<file path="config.mk">
export PLATFORM = sky130hd
export DESIGN_NAME = dual_port_ram_be
export DESIGN_NICKNAME = d
export VERILOG_FILES = /design/src/rtl/dual_port_ram_pkg.sv /design/src/rtl/ram_clear_ctrl.sv /design/src/rtl/dual_port_ram_be.sv
export SDC_FILE = /design/constraint.sdc
export NUM_CORES = 1
export LEC_CHECK = 0
export ABC_CLOCK_PERIOD_IN_PS = 2200
export CAP_MARGIN = 20
export CORE_ASPECT_RATIO = 1.2
export CORE_UTILIZATION = 55
export CTS_CLUSTER_SIZE = 30
export DETAILED_ROUTE_END_ITERATION = 8
export PLACE_DENSITY = 0.76
export SLEW_MARGIN = 25
export SYNTH_ARGS = -nofsm -noshare
export SYNTH_HDL_FRONTEND = slang
export SYNTH_SLANG_ARGS = --single-unit
export TNS_END_PERCENT = 100
</file>
<file path="constraint.sdc">
create_clock -name clk -period 2.2 [get_ports clk]
set_input_delay 0.22 -clock clk [delete_from_list [all_inputs] [get_ports clk]]
set_output_delay 0.22 -clock clk [all_outputs]
set_load 0.03 [all_outputs]
</file>
<file path="src/rtl/dual_port_ram_pkg.sv">
// Shared types and constants for the byte-enable dual-port RAM and its clear controller.
package dual_port_ram_pkg;

   typedef enum logic {
      CLEAR = 1'b0,
      READY = 1'b1
   } clr_state_e;

   localparam int RDW_OLD = 0;
   localparam int RDW_NEW = 1;

endpackage

</file>
<file path="src/rtl/ram_clear_ctrl.sv">
// Clear sequencer: walks every address once, one per cycle, and holds busy while doing so.
module ram_clear_ctrl #(
   parameter int ADDR_WIDTH = 4
) (
   input  logic                  clk,
   input  logic                  rst_n,
   input  logic                  clr,
   output logic                  busy,
   output logic                  clr_we,
   output logic [ADDR_WIDTH-1:0] clr_addr
);
   import dual_port_ram_pkg::*;

   localparam logic [ADDR_WIDTH-1:0] LAST_ADDR = '1;

   clr_state_e            state_q, state_d;
   logic [ADDR_WIDTH-1:0] cnt_q, cnt_d;

   // A clr request during a pass simply restarts it from address 0.
   always_comb begin
      state_d = state_q;
      cnt_d   = cnt_q;
      case (state_q)
         CLEAR: begin
            if (clr) begin
               cnt_d = '0;
            end else if (cnt_q == LAST_ADDR) begin
               state_d = READY;
               cnt_d   = '0;
            end else begin
               cnt_d = cnt_q + 1'b1;
            end
         end
         READY: begin
            if (clr) begin
               state_d = CLEAR;
               cnt_d   = '0;
            end
         end
         default: begin
            state_d = CLEAR;
            cnt_d   = '0;
         end
      endcase
   end

   always_ff @(posedge clk or negedge rst_n) begin
      if (!rst_n) begin
         state_q <= CLEAR;
         cnt_q   <= '0;
      end else begin
         state_q <= state_d;
         cnt_q   <= cnt_d;
      end
   end

   assign busy     = (state_q == CLEAR);
   assign clr_we   = busy;
   assign clr_addr = cnt_q;

endmodule

</file>
<file path="src/rtl/dual_port_ram_be.sv">
// Simple dual-port RAM with per-lane write enables, pipelined reads (latency 1 or 2),
// selectable read-during-write behaviour and a self-clearing array after reset or clr.
module dual_port_ram_be #(
   parameter int DATA_WIDTH = 32,
   parameter int BYTE_WIDTH = 8,
   parameter int ADDR_WIDTH = 4,
   parameter int RD_LATENCY = 1,
   parameter int RDW_MODE   = 0
) (
   input  logic                             clk,
   input  logic                             rst_n,
   input  logic                             clr,
   output logic                             busy,
   input  logic                             wr_en,
   input  logic [ADDR_WIDTH-1:0]            wr_addr,
   input  logic [DATA_WIDTH-1:0]            wr_data,
   input  logic [DATA_WIDTH/BYTE_WIDTH-1:0] wr_be,
   input  logic                             rd_en,
   input  logic [ADDR_WIDTH-1:0]            rd_addr,
   output logic [DATA_WIDTH-1:0]            rd_data,
   output logic                             rd_valid,
   output logic                             collision
);
   import dual_port_ram_pkg::*;

   localparam int NB    = DATA_WIDTH / BYTE_WIDTH;
   localparam int DEPTH = 2 ** ADDR_WIDTH;

   logic                  clr_we;
   logic [ADDR_WIDTH-1:0] clr_addr;

   ram_clear_ctrl #(
      .ADDR_WIDTH (ADDR_WIDTH)
   ) u_clr (
      .clk      (clk),
      .rst_n    (rst_n),
      .clr      (clr),
      .busy     (busy),
      .clr_we   (clr_we),
      .clr_addr (clr_addr)
   );

   logic [DATA_WIDTH-1:0] mem_q [DEPTH];

   logic                  wr_acc;
   logic                  rd_acc;
   logic                  hit;
   logic [DATA_WIDTH-1:0] old_word;
   logic [DATA_WIDTH-1:0] merged_word;
   logic [DATA_WIDTH-1:0] read_word;

   assign wr_acc = wr_en & ~busy;
   assign rd_acc = rd_en & ~busy;
   assign hit    = rd_acc & wr_acc & (wr_addr == rd_addr) & (|wr_be);

   // The merged word is only used in new-data mode; old mode always returns the stored word.
   always_comb begin
      old_word    = mem_q[rd_addr];
      merged_word = old_word;
      for (int i = 0; i < NB; i++) begin
         if (wr_be[i]) begin
            merged_word[i*BYTE_WIDTH +: BYTE_WIDTH] = wr_data[i*BYTE_WIDTH +: BYTE_WIDTH];
         end
      end
      read_word = (RDW_MODE == RDW_NEW && hit) ? merged_word : old_word;
   end

   always_ff @(posedge clk) begin
      if (clr_we) begin
         mem_q[clr_addr] <= '0;
      end else if (wr_acc) begin
         for (int i = 0; i < NB; i++) begin
            if (wr_be[i]) begin
               mem_q[wr_addr][i*BYTE_WIDTH +: BYTE_WIDTH] <= wr_data[i*BYTE_WIDTH +: BYTE_WIDTH];
            end
         end
      end
   end

   logic                  s1_valid_q, s1_valid_d;
   logic                  s1_col_q, s1_col_d;
   logic [DATA_WIDTH-1:0] s1_data_q, s1_data_d;

   always_comb begin
      s1_valid_d = rd_acc;
      s1_col_d   = hit;
      s1_data_d  = rd_acc ? read_word : s1_data_q;
   end

   always_ff @(posedge clk or negedge rst_n) begin
      if (!rst_n) begin
         s1_valid_q <= 1'b0;
         s1_col_q   <= 1'b0;
         s1_data_q  <= '0;
      end else begin
         s1_valid_q <= s1_valid_d;
         s1_col_q   <= s1_col_d;
         s1_data_q  <= s1_data_d;
      end
   end

   generate
      if (RD_LATENCY == 2) begin : g_lat2
         logic                  s2_valid_q, s2_valid_d;
         logic                  s2_col_q, s2_col_d;
         logic [DATA_WIDTH-1:0] s2_data_q, s2_data_d;

         always_comb begin
            s2_valid_d = s1_valid_q;
            s2_col_d   = s1_col_q;
            s2_data_d  = s1_valid_q ? s1_data_q : s2_data_q;
         end

         always_ff @(posedge clk or negedge rst_n) begin
            if (!rst_n) begin
               s2_valid_q <= 1'b0;
               s2_col_q   <= 1'b0;
               s2_data_q  <= '0;
            end else begin
               s2_valid_q <= s2_valid_d;
               s2_col_q   <= s2_col_d;
               s2_data_q  <= s2_data_d;
            end
         end

         assign rd_valid  = s2_valid_q;
         assign collision = s2_col_q;
         assign rd_data   = s2_data_q;
      end else begin : g_lat1
         assign rd_valid  = s1_valid_q;
         assign collision = s1_col_q;
         assign rd_data   = s1_data_q;
      end
   endgenerate

endmodule

</file>
======== Word-level counts from Yosys, hierarchy flattened ========
Memories as Yosys holds them, arrays and structs flattened. A register that Yosys moved wholly into a read port is not among the register bits.
Cells that the tools add are included.
word-level totals
  ROM bits ................................ 0
  word-level logic and storage cells ...... 46
  bits in writable memories ............... 512
  input port bits ......................... 49
  memories ................................ 1
  output and inout port bits .............. 35
  bits in registers ....................... 7
  bits in latches ......................... 0
memory list
  name   depth  bits a word  rd ports  clocked after memory_dff  wr ports  RTL line                text
  mem_q  16     32           1         1                         1         dual_port_ram_be.sv:43  logic [DATA_WIDTH-1:0] mem_q [DEPTH];
operators by class
  reductions and logical operators ........ 3
  $add $sub $neg .......................... 1
  multiplexer cells ....................... 28
  shifts and indexed selects .............. 0
  $mul .................................... 0
  bitwise operators ....................... 6
  eq/ne operators ......................... 3
  div/mod/pow operators ................... 0
  magnitude comparators ................... 0
operators with widths
  operator               count
  $mux W32               1
  $reduce_or A32 Y1      1
  $mux W1                20
  $mux W4                5
  $pmux W4 S2            1
  $and A1 B1 Y1          5
  $add A4 B1 Y4 const B  1
  $eq A4 B4 Y1           1
  $eq A4 B4 Y1 const B   1
  $reduce_or A4 Y1       1
  $ne A2 B2 Y1 const B   1
  $pmux W1 S2            1
  $logic_not A1 Y1       1
  $not A1 Y1             1

======== Depth between registers and ports, before layout ========
Gate-level depths: netlist of run 1.
  depth in word-level cells ............... 6
  gate-level depth with buffers ........... 7
  mapped depth without buffers ............ 4

======== Cells and area by module ========
A second synthesis of run 1 with hierarchy kept.
second synthesis, totals
  cell total of the unflattened synthesis .. 1337
  area, all modules ....................... 21993.6 µm²
by module, submodules not included
  module            times used  area each (µm²)  cells each  seq. area each (µm²)
  dual_port_ram_be  1           21745.9          1315        16225.6
  ram_clear_ctrl    1           247.7            22          125.1

======== Worst setup path before layout of run 1 ========
No wires, ideal clock.
  path type ............................... reg2reg
  start ................................... register u_clr.state_q
  end ..................................... memory mem_q[11][0], enable pin
  period minus slack after synthesis ...... 2.288 ns
  setup time .............................. 0.383 ns
  arrival time ............................ 1.905 ns
  cell stages (with the launch flop) ...... 7
  buffers on the path ..................... 2
  data required time ...................... 1.817 ns
  setup slack ............................. -0.088 ns
  cells stage by stage .................... dfrtp_1 buf_4 nand2_1 nor2_4 mux2_2 buf_6 nor3_1
between the ends
  longest elaborated chain between the ends .. 6
ends and longest elaborated chain
  item                           RTL line                text
  from (decl)                    ram_clear_ctrl.sv:16    clr_state_e state_q, state_d;
  from (signal assigned)         ram_clear_ctrl.sv:52    state_q <= state_d;
  $and A1 B1 Y1                  dual_port_ram_be.sv:52  assign wr_acc = wr_en & ~busy;
  $mux W1                        dual_port_ram_be.sv:71  end else if (wr_acc) begin
  $mux W1                        dual_port_ram_be.sv:69  if (clr_we) begin
  $mux W1 (implied by the code)  dual_port_ram_be.sv:74  mem_q[wr_addr][i*BYTE_WIDTH +: BYTE_WIDTH] <= wr_data[i*BYTE_WIDTH +: BYTE_WIDTH];
  $reduce_or A32 Y1 (no line)    -
  $mux W4 (no line)              -
  to (decl)                      dual_port_ram_be.sv:43
Parallel ways exist; a longest one is shown, timed or not.

======== Worst setup path after layout of run 1 ========
  start ................................... register u_clr.state_q
  end ..................................... memory mem_q[12][10], enable pin
The elaborated chain is that of the path after synthesis.

==> run summary, run 1 <==
Status = complete, no violations
Endpoint class of the critical path = flip-flop
Mean routed wirelength per cell = 24.3 µm
Netlist Area Pre-Place = 0.0219 mm²
Post-synth top area cell = edfxtp_1
Mean area per synthesized cell = 16.2 µm²
Slew @ Worst Pin = 0.834 ns
GR Layer Usage met3 = 4.30%
Syn_nets = 1405
Die Area = 0.0407 mm²
Initial Util = 56.1%
CTS tree = done
Synth top area share = 70.1%
Leading cell types by count after synthesis = edfxtp_1, mux2i_1, nand2_1
CP Class = reg -> reg
Clock-pin slew on the worst setup and hold paths = 0.07 ns
Top-level port count = 84
Placer Congestion = 0.833
Post-route ant nets = 0
Detailed placer's ending HPWL = 32300 µm
CTS max path bufs = 3
Final wirelength = 51100 µm
Clock sinks = 551
Top Usage Layer GRT = met2
Synth top area cells = edfxtp_1, mux2i_1, dfrtp_1
Primary FF master, synth = edfxtp_1
Critical Path Fanout Max = 8
Num rows = 79
Met1 global-route usage = 34.1%
RSZ-0062 raised after global routing = yes
Total Routing Usage GR = 25.8%
Fraction of registers with async set/reset = 7.08%
Max Cap Violations = 0
Final TNS setup = 0 ns
Clock buffers created by TritonCTS = 50
Die Width = 184 µm
Largest net degree at the start of global routing = 60
Final Setup Violations = 0
Worst VDD drop = 0.628 mV
Slew Viols, Final = 0
Relative slew slack = 43.2%
Area Overhead vs Synth = 18.9%
Register bit count reported by yosys = 551
Htree depth = 2
Hold crit path type = in -> async
Synth Instances = 1355
GR Util met2 = 42.6%
Vias in the first global route = 12800
WP data arrival = 2.41 ns
Leak pwr = 10.0 nW
Cell Pwr Density = 857 mW/mm²
Vias per cell = 5.98
Port bufs = 83
First-pass DRT Iterations = 5
Period utilization = 97.2%
Fin Clk Skew = 0.0188 ns
# DRC = 0
1st-iter DRT viols = 1212
Sequential area share after synthesis = 74.6%
Layout cell share with drive strength beyond 1 = 15.3%
Core area = 0.0390 mm²
Most common cell in the netlist = edfxtp_1
Global-route wire length before repair = 76500 µm
Antenna diode count = 0
Synth unique cells = 32
Highest Clock Rate = 467 MHz
Worst skew pair latency = 0.57 ns
Nature of the critical path startpoint = flip-flop
Initial antenna violation count = 2
Root Buffer Master = clkbuf_16
Min Tclk post-route = 2.14 ns
Die height = 221 µm
Final Util = 66.7%
Synth Warn # = 0
Required time of the critical path = 2.47 ns
Number of flops mapped to enable cells by yosys = 512
Vias = 12600
Final net count = 1584
GRT Residual Overflow = 0
Final hold viol count = 0
R2R cell count = 6
metal layers:
metal  wire length (µm)  up-vias
met5                 24        -
met4               1830        4
met3               3900      129
met2              25300      556
met1              20000     6291
li1                   -     5593
registers in the layout (all words and copies together) (netlist names):
| register | flops |
|---|---|
| mem_q | 512 |
| rd_data | 32 |
| u_clr.clr_addr | 4 |
| collision | 1 |
| rd_valid | 1 |
| u_clr.state_q | 1 |
placed cells by master (no fill, tap or decap), drive strengths merged, types with 5 or more instances in the layout:
cell           instances
inv                    5
a21oi                 38
mux2i                264
clkinv                12
nand4                 21
clkbuf                67
nand3                 77
nor2b                 11
edfxtp               512
bufinv                 7
a22oi                 75
nand2                113
dfrtp                 39
and2                  33
nor2                  11
buf                  126
clkdlybuf4s50         80
nor3                  64
clkinvlp               5
area by class of cell:
cell class	instances	area, µm²
clock inverter	27	329
tap	526	658
timing repair buffer	208	2020
multi-input combinational	721	5290
inverter	2	11.3
clock buffer	66	1390
fill	2573	13000
sequential	551	16400
critical path, cell delays in order (launching register included):
cell and delay (ns):
dfrtp_1 0.43, nand2_1 0.11, nor2_4 0.24, buf_4 0.21
mux2_4 0.40, nor3_1 0.23, buf_4 0.22
per-stage QoR:
| step | instance area, µm² | setup WS (ns) | total power [W] | instances | hold slack (ns) |
|---|---|---|---|---|---|
| after CTS | 26000 | 0.00695 | 0.0224 | 2099 | 0.141 |
| after detailed placement | 24200 | -0.422 | 0.0134 | 1997 | 0.217 |
| after global placement | 24200 | -0.404 | 0.0134 | 1997 | 0.217 |
| final | 26100 | 0.0608 | 0.0223 | 2101 | 0.176 |
| after floorplan | 22000 | -0.0882 | 0.0128 | 1355 | -0.0756 |
| after global routing | 26100 | -0.0152 | 0.0229 | 2101 | 0.191 |
kinds of logic (layout without fill, tap and decap cells):
logic type	Yosys count	in the layout	synth area share, %
xor+xnor	5	5	0.200
flops	551	551	74.6
simple gates	333	333	7.41
compound gates	115	115	3.49
buf+inv	84	303	1.84
mux	266	267	12.4
fa+ha+maj	1	1	0.0571
final timing paths:
path                                    start             to  slack [ns]
max in group asynchronous               rst_n    rd_data[15]        1.37
worst min register to register    rd_data[13]    rd_data[13]        0.48
worst max register to register  u_clr.state_q  mem_q[12][10]        0.06
min in group clk                   rd_addr[1]    rd_data[20]        0.22
worst max-delay path            u_clr.state_q  mem_q[12][10]        0.06
worst min-delay path                    rst_n    rd_data[21]        0.18
what timing repair did:
item / CTS / global route
hold endpoints to repair: 12 / 0
buffers inserted: 8 / 1
cloned: 0 / 1
endpoints found under the setup margin: 427 / 192
pin swaps: 1 / 0
resized for setup: 1 / 13
hold buffers: 1 / 0
power breakdown:
group | switching (W) | total [W] | internal [W] | leakage, nW
Combinational | 0.000900 | 0.00154 | 0.000638 | 3.41
Sequential | 0.000117 | 0.0117 | 0.0116 | 5.76
Clock | 0.00376 | 0.00906 | 0.00530 | 0.835
Power figures use the tool's default switching activity.
==> run 2: changes to the inputs <==
--- a/config.mk
+++ b/config.mk
@@ -6,7 +6,6 @@
 export NUM_CORES = 1
 export LEC_CHECK = 0
 export ABC_CLOCK_PERIOD_IN_PS = 2200
-export CAP_MARGIN = 20
 export CORE_ASPECT_RATIO = 1.2
 export CORE_UTILIZATION = 55
 export CTS_CLUSTER_SIZE = 30
==> results of run 2 <==
Final layout, timing and power as in run 1 (identical DEF).
